--- src/rtl/plab5_mcore_proc_req_acc.sv ---
// Access-control stage on the processor->network request path: tags each request with the
// target security level of its address, forwards permitted requests, answers denied ones locally.
module plab5_mcore_proc_req_acc #(
    parameter int unsigned                p_opaque_nbits = 8,
    parameter int unsigned                p_addr_nbits   = 32,
    parameter int unsigned                p_data_nbits   = 32,
    parameter logic [p_addr_nbits-1:0]    p_hi_base      = 32'h0000_8000,
    parameter logic [p_addr_nbits-1:0]    p_hi_size      = 32'h0000_8000,
    localparam int unsigned               req_nbits      = 3 + p_opaque_nbits + p_addr_nbits + 2 + p_data_nbits,
    localparam int unsigned               resp_nbits     = 3 + p_opaque_nbits + 2 + p_data_nbits
) (
    input  logic                  clk,
    input  logic                  reset_n,
    input  logic                  proc_sec_level,
    input  logic                  proc_req_val,
    output logic                  proc_req_rdy,
    input  logic [req_nbits-1:0]  proc_req_msg,
    output logic                  net_req_val,
    input  logic                  net_req_rdy,
    output logic [req_nbits-1:0]  net_req_msg,
    output logic                  net_req_sec_level,
    output logic                  deny_resp_val,
    input  logic                  deny_resp_rdy,
    output logic [resp_nbits-1:0] deny_resp_msg,
    output logic [15:0]           deny_count
);

    typedef enum logic [1:0] {
        ST_EMPTY = 2'd0,
        ST_FWD   = 2'd1,
        ST_DENY  = 2'd2
    } state_t;

    state_t                  state_q, state_d;
    logic [req_nbits-1:0]    req_msg_q;
    logic                    sec_level_q;
    logic [resp_nbits-1:0]   deny_msg_q;
    logic [15:0]             deny_count_q;

    logic [2:0]              req_type;
    logic [p_opaque_nbits-1:0] req_opaque;
    logic [p_addr_nbits-1:0] req_addr;
    logic [1:0]              req_len;
    logic                    tgt_level;
    logic                    allowed;
    logic                    accept;

    assign req_type   = proc_req_msg[req_nbits-1 -: 3];
    assign req_opaque = proc_req_msg[p_addr_nbits + 2 + p_data_nbits +: p_opaque_nbits];
    assign req_addr   = proc_req_msg[2 + p_data_nbits +: p_addr_nbits];
    assign req_len    = proc_req_msg[p_data_nbits +: 2];

    // Offset form avoids the wrap that base+size would suffer near the top of the address space.
    assign tgt_level = (req_addr >= p_hi_base) && ((req_addr - p_hi_base) < p_hi_size);

    always_comb begin
        // NOTE: every combinational output gets a default first so no path can infer a latch.
        allowed = 1'b0;
        case (req_type)
            3'd0:    allowed = (tgt_level <= proc_sec_level);
            3'd1:    allowed = (tgt_level == proc_sec_level);
            default: allowed = 1'b0;
        endcase
    end

    assign accept = proc_req_val && proc_req_rdy;

    // State register
    always_ff @(posedge clk or negedge reset_n) begin
        if (!reset_n) begin
            state_q <= ST_EMPTY;
        end else begin
            // NOTE: sequential state uses non-blocking assignment so all flops update together.
            state_q <= state_d;
        end
    end

    // Next-state logic
    always_comb begin
        state_d = state_q;
        if (accept) begin
            state_d = allowed ? ST_FWD : ST_DENY;
        end else begin
            case (state_q)
                ST_EMPTY: state_d = ST_EMPTY;
                ST_FWD:   if (net_req_rdy)   state_d = ST_EMPTY;
                ST_DENY:  if (deny_resp_rdy) state_d = ST_EMPTY;
                default:  state_d = ST_EMPTY;
            endcase
        end
    end

    // Output logic: valids come from the state register only, ready may look at downstream.
    always_comb begin
        net_req_val   = 1'b0;
        deny_resp_val = 1'b0;
        proc_req_rdy  = 1'b0;
        case (state_q)
            ST_EMPTY: proc_req_rdy = 1'b1;
            ST_FWD: begin
                net_req_val  = 1'b1;
                proc_req_rdy = net_req_rdy;
            end
            ST_DENY: begin
                deny_resp_val = 1'b1;
                proc_req_rdy  = deny_resp_rdy;
            end
            default: proc_req_rdy = 1'b0;
        endcase
    end

    // Held entry and deny counter
    always_ff @(posedge clk or negedge reset_n) begin
        if (!reset_n) begin
            // NOTE: the held message registers are reset too, so nothing stale is ever visible.
            req_msg_q    <= '0;
            sec_level_q  <= 1'b0;
            deny_msg_q   <= '0;
            deny_count_q <= '0;
        end else if (accept) begin
            if (allowed) begin
                req_msg_q   <= proc_req_msg;
                sec_level_q <= tgt_level;
            end else begin
                deny_msg_q <= {req_type, req_opaque, req_len, {p_data_nbits{1'b0}}};
                if (deny_count_q != 16'hFFFF) begin
                    deny_count_q <= deny_count_q + 16'd1;
                end
            end
        end
    end

    assign net_req_msg       = req_msg_q;
    assign net_req_sec_level = sec_level_q;
    assign deny_resp_msg     = deny_msg_q;
    assign deny_count        = deny_count_q;

endmodule

--- config.mk ---
export PLATFORM = sky130hd
export DESIGN_NAME = plab5_mcore_proc_req_acc
export DESIGN_NICKNAME = d
export VERILOG_FILES = /design/src/rtl/plab5_mcore_proc_req_acc.sv
export SDC_FILE = /design/constraint.sdc
export NUM_CORES = 1
export LEC_CHECK = 0
export CAP_MARGIN = 20
export CORE_UTILIZATION = 30
export CTS_CLUSTER_SIZE = 25
export DETAILED_ROUTE_END_ITERATION = 8
export GPL_TIMING_DRIVEN = 1
export PLACE_DENSITY = 0.6
export SETUP_SLACK_MARGIN = 0.5
export SKIP_CTS_REPAIR_TIMING = 1
export SLEW_MARGIN = 20
export SYNTH_ARGS = -nofsm -noshare
export SYNTH_HDL_FRONTEND = slang
export SYNTH_SLANG_ARGS = --single-unit
--- constraint.sdc ---
create_clock -name clk -period 4.3 [get_ports clk]
set_input_delay 1.29 -clock clk [delete_from_list [all_inputs] [get_ports clk]]
set_output_delay 1.29 -clock clk [all_outputs]
set_load 0.03 [all_outputs]
; ---- Word-level counts from Yosys, hierarchy flattened
; Cells that the tools add are included.
; Widths: inputs -> output; s select.
[totals]
inputBits = 83
ff_bits = 109
word_cells = 35
output_inout_bits = 142
[op_classes]
n_reduce_logical = 8
muxes = 9
order_cmp = 3
n_eq_ne = 7
n_addsub = 2
bitwise_logic = 1
[ops]
columns = operator, n
row1 = $ge 32x16->1 const B, 1
row2 = $lt 32x16->1 const B, 1
row3 = $sub 32x16->32 const B, 1
row4 = $add 16x1->16 const B, 1
row5 = $ne 16x16->1 const B, 1
row6 = $mux 2, 4
row7 = $ne 3x3->1 const B, 2
row8 = $reduce_and 2->1, 3
row9 = $pmux 2 s2, 1
row10 = $eq 3x1->1 const B, 1
row11 = $logic_not 3->1, 1
row12 = $pmux 1 s3, 1
row13 = $reduce_and 3->1, 1
row14 = $eq 2x1->1 const B, 1
row15 = $eq 2x2->1 const B, 1
row16 = $logic_and 1x1->1, 2
row17 = $logic_not 2->1, 1
row18 = $mux 1, 2
row19 = $pmux 1 s2, 1
row20 = $eq 1x1->1, 1
row21 = $le 1x1->1, 1
row22 = $not 1->1, 1

; ---- Longest topological paths before layout
; Gate-level depths: netlist of the first run.
[logic_depth]
word_depth = 7
ltp_mapped = 14
depth_no_buf = 12

; ---- Worst setup path after synthesis of the first run
; OpenSTA, ideal clock, no wires.
[synth_timing]
path_type = input to register
start = input proc_req_msg[49]
end = register req_msg_q[68], in the netlist net_req_msg[68]
t_arrival_ns = 3.988
setup_slack_ns = 0.187
path_stages = 14
path_cell_list = inv_1 > ha_1 > or3b_2 > nor3_1 > xor2_1 > nor4_2 > ha_1 > or2_2 > a211oi_1 > and2_1 > buf_2 > buf_6 > buf_4 > mux2_2
[synth_between]
elab_chain_cells = 6
elab_cells_between_ends = 8
classes_between = add/sub: 1 / order compare: 3 / eq/ne: 1 / mux: 1 / reduce/logical: 2
[synth_rtl]
columns = element, line
row1 = start: declaration, 17  ; input logic [req_nbits-1:0] proc_req_msg,
row2 = $sub 32x16->32, 54  ; assign tgt_level = (req_addr >= p_hi_base) && ((req_addr - p_hi_base) < p_hi_size);
row3 = $lt 32x16->1, 54
row4 = $logic_and 1x1->1 (*), 54
row5 = net tgt_level, 44  ; logic tgt_level;
row6 = $eq 1x1->1 or $le 1x1->1 (tied branches), "61, 60"
row7 = $pmux 1 s2 (*), 59  ; case (req_type)
row8 = $reduce_and 2->1 (no source line) (*), --
row9 = end signal: assignment, 122  ; req_msg_q <= proc_req_msg;
row10 = end: declaration, 35  ; logic [req_nbits-1:0] req_msg_q;
; The timed path passes the listed nets; every way through them passes the cells marked *.
; A chain may end at the register's enable or synchronous reset.

; ---- Worst setup path in the final report of the first run
[layout_timing]
start = input proc_req_msg[52]
end = register req_msg_q[38], in the netlist net_req_msg[38]
; The elaborated chain is that of the path after synthesis.

==> metrics, run 1 <==
status complete, no violations; CTS tree done; Hold Crit Class register to register; Syn Inst Count between 300 and 400; Max-Cap Viols 0; post-synthesis area per instance ~14 um2; Worst-path clk slew ~0.07 ns; H-tree depth 3; leading post-synthesis cells by cell area dfrtp_1, mux2_2, buf_4, xor2_1, nor4_1; Initial Util between 30% and 40%; most common cell after layout, fill and taps aside clkdlybuf4s50_1; Core Area between 15000 and 20000 um2; endpoints failing hold 0; Seq cells post-synth 109; die footprint ~16000 um2; CTS Sinks 109; Cell Area, Synth between 4000 and 5000 um2; R2R Setup Slk ~1.9 ns; router iterations before antenna repair 4; Min-Delay Endpoint net_req_msg[75]; initial antenna violation count 0; via count 3584; # IOs 225; Layout Area Growth over Synthesis 74.5%; height of the die 128 um; drt wl/cell between 15 and 20 um; nets 673; top cell type by total area after synthesis dfrtp_1; hold_sp net_req_msg[75]; largest net degree at the start of global routing between 50 and 60; P_leak roughly 3.7 nW; fin util a little over half; Synth Warn # 0; Worst Tran Pin Value roughly 1.1 ns; vias per cell 4.47; share of cells above drive strength 1 between 30% and 40%; Seq/Total Area, Yosys between 50% and 60%; RSZ-0062 raised after global routing true; Port Buffer Count 192; CTS Buf Count 9; Site Rows 45; hold path cells 1; worst-case clock buffer depth 2; final WL 13.5 mm; top routing layer used met4; most frequent cells in the layout clkdlybuf4s50_1, dfrtp_1, mux2_4, conb_1, buf_4; M1 wire length around 5.6 mm; DR DRC count 0; DIE WIDTH about 130 um; dpl cells between 700 and 800; crit path kind primary input to register; GRT Total Usage between 10 and 15%; Setup violations, final 0; Final ANT Viol Nets 0; final hold slack roughly 0.50 ns; setup TNS 0 ns; Detailed Place HPWL between 8 and 9 mm; Slew Viols, Final 0; total power 0.00421 W; CP Launch Type primary input; DR WL met3 just under 900 um; first-pass GRT wire length 18.7 mm; GRT Residual Overflow 0; Yosys top cell area share a little under three fifths; Max VDD drop ~280 uV; Cell Count, Final, Fillers Out roughly 800; CP required between 4 and 5 ns; CP endpoint kind register; Ant. Diodes 0; vias in the first global route around 3500; Clk Latency, worst-skew pair approximately 0.35 ns; FMAX roughly 0.25 GHz; Reg-to-Reg End deny_count[9]; Root Buffer clkbuf_16; CP Max Fanout 5; Tcrit/Tclk final a little over 90%; initial drt markers 86; Tmin final ~3.9 ns; clock skew between 0.009 and 0.01 ns; DR WL met2 about 7 mm; gpl congestion a little over 0.8; reg2reg start deny_count[3]; Slew headroom between 20% and 30%; worst-case reg-to-reg path depth 5; Cell Pwr Density 509 nW/um2; Critical Path AT 4.16 ns; Netlist cell types 40
==> registers in the layout (all words and copies together), names as in the netlist <==
register	count
state_q	2
deny_count	16
deny_resp_msg	13
net_req_sec_level	1
net_req_msg	77
==> where the power goes <==
| part | internal [W] | total [W] | switching [W] |
|---|---|---|---|
| registers | 0.00130 | 0.00149 | 0.000193 |
| clock network | 0.000467 | 0.000845 | 0.000378 |
| logic | 0.000901 | 0.00187 | 0.000972 |
| total | 0.00267 | 0.00421 | 0.00154 |
==> cells in the mapped netlist (all sizes together) <==
cell type and instances:
a2111oi 1, a211oi 3, a21o 1, a21oi 1, a22o 1, a31o 1, and2 1, and4 2
buf 44, conb 1, dfrtp 109, ha 3, inv 8, mux2 89, nand2 11, nand2b 3
nand3 6, nand4 2, nor2 3, nor2b 4, nor3 6, nor4 14, nor4b 2, o2111ai 1
o21ai 2, o21bai 1, o31a 1, o41ai 1, or2 1, or3b 1, or4 3, xnor2 1
xor2 15
==> final cells by class <==
| cell class | instances | area, um2 |
|---|---|---|
| fill | 1281 | 7050 |
| sequential | 109 | 2730 |
| clock inverter | 5 | 60.1 |
| timing repair buffer | 245 | 2650 |
| tap | 211 | 264 |
| inverter | 8 | 30.0 |
| clock buffer | 10 | 239 |
| multi-input combinational | 214 | 2300 |
==> cells by family (layout without fill, tap and decap cells) <==
| group | count (synthesis) | count (layout) | share of synthesized area [%] |
|---|---|---|---|
| AOI/OAI and AO/OA | 14 | 14 | 2.48 |
| xor gates and xnor gates | 16 | 16 | 2.96 |
| adders and majority gates | 3 | 3 | 0.792 |
| buffers and inverters | 52 | 268 | 7.16 |
| DFF | 109 | 109 | 57.6 |
| muxes | 89 | 89 | 21.2 |
| other | 1 | 32 | 0.0791 |
| and+or+nand+nor | 59 | 60 | 7.74 |
==> metal layers <==
metal,up-vias,GRT usage (%)
met1,1805,17.7
met3,16,4.63
met5,-,0
met2,132,24.8
li1,1631,-
met4,0,5.61
==> how the worst max path moves through the flow <==
stage / startpoint / to / slack (ns)
after floorplan: proc_req_msg[58] / net_req_msg[68] / 0.39
after global placement: proc_req_msg[49] / deny_count[7] / -0.22
after detailed placement: proc_req_msg[49] / deny_count[7] / -0.32
after CTS: proc_req_msg[49] / deny_count[7] / 0.03
after global routing: proc_req_msg[52] / net_req_msg[25] / 0.25
final: proc_req_msg[52] / net_req_msg[38] / 0.37
==> stage by stage <==
step	setup WS (ns)	area, um2
6_report	0.371	8270
5_1_grt	0.250	8270
4_1_cts	0.0333	7330
3_5_place_dp	-0.323	7030
3_3_place_gp	-0.222	7000
2_1_floorplan	0.394	4950
==> critical path: stages <==
cell,delay (ns)
dlymetal6s2s_1,0.14
or4_4,0.57
buf_4,0.16
o41ai_2,0.19
a211oi_1,0.13
nor4_2,0.27
ha_2,0.22
nand2_2,0.06
a211oi_4,0.24
and2_4,0.27
clkbuf_16,0.18
clkbuf_16,0.14
mux2_4,0.30
(Power assumes the default switching activity.)
==> inputs of run 2 (changes only) <==
CORE_UTILIZATION = 44   (was 30)
PLACE_DENSITY = 0.83   (was 0.6)
SLEW_MARGIN = 25   (was 20)
==> run 2 against run 1 <==
Effect of this change: design area decreased by 7.3%; global-route usage increased by 7.2 points; sequential power about the same; sequential share of layout area increased by 2.6 points; largest power group unchanged; maximum frequency increased by 0.63%.
==> metrics, run 2 (synthesis gave the netlist of run 1 again) <==
Ant. Diodes 0; most frequent cells in the layout clkdlybuf4s50_1, dfrtp_1, mux2_2, mux2_4, conb_1; Largest register FFs 77; P_leak roughly 3.4 nW; Clk Latency, worst-skew pair 0.37 ns; H-tree depth 3; Core Area roughly 10000 um2; Max-Cap Viols 0; CP Launch Type primary input; Worst Tran Pin Value about 1.2 ns; # IOs around 230; status complete, no violations; Max VDD drop between 300 and 400 uV; Setup violations, final 0; Initial Util 45.7%; dpl cells 682; post-route cell area 7660 um2; clock skew 0.0178 ns; area of the multi-input gates about 2200 um2; Port Buffer Count between 150 and 200; Cell Pwr Density 509 nW/um2; Tmin final between 3 and 4 ns; CTS tree done; vias per cell a little over 5; fillers 669; worst-case clock buffer depth 2; die footprint ~11000 um2; FF+latch area approximately 2700 um2; router iterations before antenna repair 4; nets roughly 660; CP required ~4.6 ns; Tcrit/Tclk final between 90% and 100%; DR DRC count 0; Site Rows 37; most common cell after layout, fill and taps aside clkdlybuf4s50_1; RSZ-0062 raised after global routing true; Hold Crit Class register to register; Cell Count, Final, Fillers Out 712; vias in the first global route between 3000 and 4000; largest net degree at the start of global routing 56; GRT Residual Overflow 0; endpoints failing hold 0; CP Max Fanout 8; via count 3600; drt wl/cell around 18 um; share of cells above drive strength 1 31.6%; GRT Total Usage between 20% and 30%; final WL about 13 mm; reg2reg start deny_count[4]; Slew Viols, Final 0; DIE WIDTH around 110 um; height of the die between 100 and 150 um; Detailed Place HPWL between 8 and 9 mm; Placed Area ~6900 um2; CTS Sinks between 100 and 150; crit path kind primary input to register; CTS Buf Count 9; Layout Area Growth over Synthesis 61.7%; first-pass GRT wire length 19.0 mm; FMAX roughly 0.26 GHz; initial antenna violation count 0; Slew headroom between 10% and 20%; Root Buffer clkbuf_8; Final ANT Viol Nets 0; gpl congestion around 0.85; crit path launch proc_req_msg[51]; CP endpoint kind register; initial drt markers 124; Critical Path AT ~4.2 ns; final hold slack roughly 0.48 ns; hold_sp deny_count[6]; Worst-path clk slew between 0.1 and 0.15 ns
==> run 2: changes by cell type in the layout (fill, tap and decap cells not counted), moves of 3 or more <==
cell	before	now
mux2_4	68	36
mux2_2	21	53
clkbuf_8	1	9
buf_4	24	19
clkbuf_16	17	4
inv_6	1	4
==> run 2: worst paths after layout <==
path                                          end  slack [ns]  cells past startpoint
max in group asynchronous       deny_resp_msg[43]        2.57                      2
worst min register to register      deny_count[6]        0.48                      1
min in group asynchronous         net_req_msg[64]        0.96                      1
worst max register to register     deny_count[11]        1.74                      5
worst min-delay path                deny_count[6]        0.48                      1
worst max-delay path              net_req_msg[44]        0.40                     11
==> run 2: final cells by class <==
class	instances	area share, %
inverter	8	0.392
clock buffer	10	1.67
clock inverter	6	0.669
sequential	109	35.6
tap	136	2.22
multi-input combinational	215	28.5
timing repair buffer	228	30.9
==> run 2: routing by layer <==
layer / GRT usage (%) / share of wire [%] / vias up / wire [um]
li1: - / - / 1607 / -
met1: 26.6 / 39 / 1801 / 5100
met2: 36.6 / 51 / 161 / 6680
met3: 6.99 / 7.4 / 31 / 972
met4: 8.43 / 2.8 / 0 / 368
met5: 0 / 0 / - / 0
==> run 2: power by group <==
| group | switching, W | internal [W] | leakage (nW) | total [W] |
|---|---|---|---|---|
| combinational | 0.000980 | 0.000841 | 1.95 | 0.00182 |
| clock | 0.000366 | 0.000223 | 0.0940 | 0.000590 |
| sequential | 0.000194 | 0.00130 | 1.32 | 0.00149 |
==> run 2: stage by stage <==
| step | power, W | worst slack [ns] | TNS, ns | utilization, % |
|---|---|---|---|---|
| detailed placement | 0.00321 | -0.295 | -20.54 | 66.9 |
| global route | 0.00407 | 0.309 | 0 | 73.9 |
| finish | 0.00390 | 0.396 | 0 | 73.9 |
| floorplan | 0.00242 | 0.394 | 0 | - |
| global placement | 0.00316 | -0.220 | -17.11 | 66.9 |
| CTS | 0.00380 | 0.0788 | 0 | 68.6 |
==> run 2: critical path, cell delays in order <==
cell and delay, ns:
buf_6 0.09, or4_4 0.57, nor4_4 0.31, xor2_1 0.24, nor4_2 0.09, ha_2 0.19
or2_4 0.24, a211oi_4 0.28, and2_4 0.32, clkbuf_16 0.20, mux2_2 0.33
==> inputs of run 3 (changes only) <==
GPL_ROUTABILITY_DRIVEN = 0   (was default)
==> results of run 3 <==
No change in the layout: final DEF, timing and power equal those of run 2.
==> RTL change 1, RTL diff (flow settings as in run 1) <==
Set the parameter `p_addr_nbits` to 36 (it was 32).
--- a/src/rtl/plab5_mcore_proc_req_acc.sv
+++ b/src/rtl/plab5_mcore_proc_req_acc.sv
@@ -2,7 +2,7 @@
 // target security level of its address, forwards permitted requests, answers denied ones locally.
 module plab5_mcore_proc_req_acc #(
     parameter int unsigned                p_opaque_nbits = 8,
-    parameter int unsigned                p_addr_nbits   = 32,
+    parameter int unsigned                p_addr_nbits   = 36,
     parameter int unsigned                p_data_nbits   = 32,
     parameter logic [p_addr_nbits-1:0]    p_hi_base      = 32'h0000_8000,
     parameter logic [p_addr_nbits-1:0]    p_hi_size      = 32'h0000_8000,
Ports: changed (resized net_req_msg and proc_req_msg); port bits go from 225 to 233. The function was not compared with the original's and may differ.
==> RTL change 1 against run 1 <==
- worst setup slack worse by 170 ps
- clock power is 69% higher
- non-clock buffer count rose by 22
- total power increased by 14%
- wire length up 12%
- design area increased by 8.3%
- critical path type unchanged
- critical path depth down 1
- synthesized area up 4.4%
- sequential cell count increased by 4
- largest cell class is now non-clock buffers
==> RTL change 1: results (changes against run 1) <==
Outcome -> complete, no violations (unchanged)
Largest fanout on the critical path -> 6 (was 5)
Metal2 WL -> 7.34 mm (was 6.81 mm)
Pwr/cell area -> 534 mW/mm2 (was 509 mW/mm2)
Drt initial violations -> 89 (was 86)
Layout cells sized above 1 -> 36.2% (was 33.5%)
Fin nets -> 757 (was 673)
Hold Path Cell Cnt -> 2 (was 1)
Initial antenna violation count -> 1 (was 0)
Cts bufs inserted -> 17 (was 9)
Clk pin slew, worst setup/hold paths -> 50 ps (was 70 ps)
Fillers -> 1362 (was 1281)
Max reg flops -> 81 (was 77)
Dpl hpwl -> 9.17 mm (was 8.74 mm)
Area contributors post-synth -> dfrtp_1, mux2_2, buf_4 (unchanged)
Pre-CTS setup slack -> -527 ps (was -323 ps)
Sequential share of the synthesized area -> 57.2% (was 57.6%)
Syn Inst Count -> 392 (was 343)
Worst-skew pair later-pin latency -> 410 ps (was 350 ps)
Global router's overall resource usage -> 15.3% (was 14.8%)
Arr. time, crit path -> 4380 ps (was 4160 ps)
Post-synth top flop -> dfrtp_1 (unchanged)
Met1 Wirelength -> 6.65 mm (was 5.61 mm)
DR top layer -> met5 (was met4)
Inst Count DP -> 833 (was 758)
Ranking of synthesized cells by instance count -> dfrtp_1, mux2_2, nand2_1 (was dfrtp_1, mux2_2, buf_4)
GP Congestion -> 0.773 (was 0.824)
M2 GR Usage -> 25.2% (was 24.8%)
Vias in the first global route -> 3846 (was 3544)
Slew HR -> 39.6% (was 25.2%)
Leak pwr -> 4.06 nW (was 3.65 nW)
Cell Area, Placed -> 0.00738 mm2 (was 0.00703 mm2)
Vias -> 4027 (was 3584)
Drt wl/cell -> 16.9 um (was 16.8 um)
Met3 Use GR -> 6.19% (was 4.63%)
First-pass GRT wire length -> 19.5 mm (was 18.7 mm)
VDD IR max -> 269 uV (was 275 uV)
Pin count of the biggest net entering global routing -> 67 (was 55)
Worst Skew -> 7.27 ps (was 9.17 ps)
Final Non-Filler Cells -> 895 (was 802)
RTL change 1: cell count changes after synthesis, moves of 9 or more:
cell,before,now
nor4_1,11,2
nor2_1,3,12
nand2_1,11,51
xor2_1,15,3
xnor2_1,1,12
mux2_2,88,79
RTL change 1: path summary, 6_finish.rpt:
path	slack, ps	from	endpoint
worst max-delay path	210	proc_req_msg[50]	net_req_msg[57]
worst min-delay path	470	deny_resp_msg[36]	deny_resp_msg[36]
worst max register to register	2090	state_q[0]	net_req_msg[57]
worst min register to register	470	deny_resp_msg[36]	deny_resp_msg[36]
max in group asynchronous	2510	reset_n	net_req_msg[24]
min in group asynchronous	980	reset_n	net_req_msg[13]
RTL change 1: report_power, final:
part | leakage (nW) | switching [mW] | internal (mW)
clock | 0.295 | 0.483 | 0.949
sequential | 1.38 | 0.182 | 1.33
combinational | 2.38 | 0.954 | 0.879
RTL change 1: layout make-up:
class	count	share of cell area, %
repair buffers	267	31.7
flip-flops and latches	113	31.6
inverters	11	0.461
clock buffers	21	5.25
clock inverters	10	1.49
multi-input cells	257	26.5
well taps	216	3.02
RTL change 1: cell families (layout without fill, tap and decap cells):
kind of cell    Yosys count  after routing  synth area share (%)
flops                   113            113                  57.2
simple gates            106            107                  10.4
mux                      82             82                  18.6
buf+inv                  54            309                  6.88
compound gates           18             18                  3.39
xor+xnor                 15             15                  2.66
fa+ha+maj                 3              3                 0.759
other cells               1             32                0.0758
RTL change 1: critical path, stage by stage:
cell and delay [ps]:
buf_8 100, or4_4 550, or4_4 560, mux2i_4 210
nor3_2 70, ha_2 180, or2_4 250, a211oi_4 290
buf_6 160, nand3_4 160, clkbuf_16 260, mux2_4 300
==> RTL change 2, RTL diff (config.mk and constraints of run 1) <==
Without the edit above. Encoding of `state_t`: now one-hot (3 bits for 3 states).
--- a/src/rtl/plab5_mcore_proc_req_acc.sv
+++ b/src/rtl/plab5_mcore_proc_req_acc.sv
@@ -25,10 +25,10 @@
     output logic [15:0]           deny_count
 );
 
-    typedef enum logic [1:0] {
-        ST_EMPTY = 2'd0,
-        ST_FWD   = 2'd1,
-        ST_DENY  = 2'd2
+    typedef enum logic [2:0] {
+        ST_EMPTY = 3'b001,
+        ST_FWD   = 3'b010,
+        ST_DENY  = 3'b100
     } state_t;
 
     state_t                  state_q, state_d;
Behaviour: same outputs for any inputs over 4 cycles, from zero or initial values and one cycle with reset_n low; so few cycles prove little.
==> RTL change 2 against run 1 <==
- hold slack better by 7.2 ps
- worst setup slack better by 220 ps
- largest cell class unchanged
- sequential cell count grew 1
- synthesized area increased by 8.4%
- design area decreased by 4.9%
- die area rose by 8.3%
- highest routed layer is now met5
- total power up 30%
- largest power group unchanged
- wire length decreased by 2.6%
==> RTL change 2: results (changes against run 1) <==
Syn Inst Count -> 338 (was 343)
Routed wire length -> 13.2 mm (was 13.5 mm)
Setup slack after layout -> 588 ps (was 371 ps)
Worst Skew -> 9.24 ps (was 9.17 ps)
Area contributors post-synth -> dfrtp_1, mux2_4, buf_4 (was dfrtp_1, mux2_2, buf_4)
Initial antenna violation count -> 2 (was 0)
CP max stage cell -> a2111oi_4 (was or4_4)
Drt first pass iters -> 6 (was 4)
Dpl hpwl -> 9.00 mm (was 8.74 mm)
Number of distinct library cells after synthesis -> 42 (was 40)
Global router's overall resource usage -> 14.2% (was 14.8%)
Mux contribution to synthesized area -> 25.0% (was 21.2%)
Fin nets -> 647 (was 673)
Layout cells sized above 1 -> 29.3% (was 33.5%)
Slowest stage delay, CP -> 400 ps (was 570 ps)
Fillers -> 1470 (was 1281)
Outcome -> complete, no violations (unchanged)
Vias -> 3432 (was 3584)
XOR/XNOR Fraction of Synth Area -> 3.07% (was 2.96%)
Area share of fa/ha/maj cells after synthesis -> 0.730% (was 0.792%)
Reg-to-reg slack, setup -> 2120 ps (was 1920 ps)
Worst r2r src -> state_q[0] (was deny_count[3])
Vias per cell -> 4.36 (was 4.47)
Pre-CTS setup slack -> -215 ps (was -323 ps)
Inst Count DP -> 755 (was 758)
GP Congestion -> 0.821 (was 0.824)
Vias in the first global route -> 3577 (was 3544)
Hold WS -> 508 ps (was 501 ps)
Largest fanout on the critical path -> 6 (was 5)
Compound-gate portion of the synthesized area -> 1.85% (was 2.48%)
[RTL change 2: cell count changes in the layout (fill, tap and decap cells not counted), sizes merged, moves of 5 or more]
| cell | change |
|---|---|
| and3 | +5 |
| buf | -18 |
| clkdlybuf4s50 | -6 |
| dlymetal6s2s | +5 |
| nand4 | +7 |
| nor2 | +6 |
| nor4 | -10 |
| xnor2 | +13 |
| xor2 | -11 |
[RTL change 2: final cells by class]
class	count	area (um2)	share of cell area [%]
tap	220	275	3.50
antenna	1	2.50	0.0318
clock buffer	9	225	2.87
timing repair buffer	223	2340	29.8
inverter	7	26.3	0.334
multi-input combinational	210	2180	27.7
clock inverter	7	56.3	0.716
sequential	110	2750	35.0
[RTL change 2: final timing paths]
| path | end | cells past startpoint |
|---|---|---|
| worst min-delay path | deny_count[15] | 1 |
| worst max-delay path | net_req_msg[50] | 13 |
| worst max register to register | net_req_msg[50] | 6 |
| min in group asynchronous | deny_resp_msg[39] | 1 |
| worst min register to register | deny_count[15] | 1 |
| max in group asynchronous | state_q[0] | 2 |
[RTL change 2: cells by family (layout without fill, tap and decap cells)]
group / count (synthesis) / after routing
xor gates and xnor gates: 18 / 18
other: 1 / 33
muxes: 89 / 89
buffers and inverters: 50 / 246
and+or+nand+nor: 58 / 59
AOI/OAI and AO/OA: 9 / 9
DFF: 110 / 110
adders and majority gates: 3 / 3
[RTL change 2: power by group]
group / total, mW / switching (mW) / internal [mW]
logic: 2.89 / 1.46 / 1.44
registers: 1.78 / 0.291 / 1.49
clock network: 0.806 / 0.406 / 0.401
[RTL change 2: routing by layer]
metal	routed length, um	up-vias	track usage, %
li1	-	1565	-
met1	5820	1711	17.9
met2	5900	142	21.4
met3	1250	12	6.44
met4	157	2	4.79
met5	13	-	0
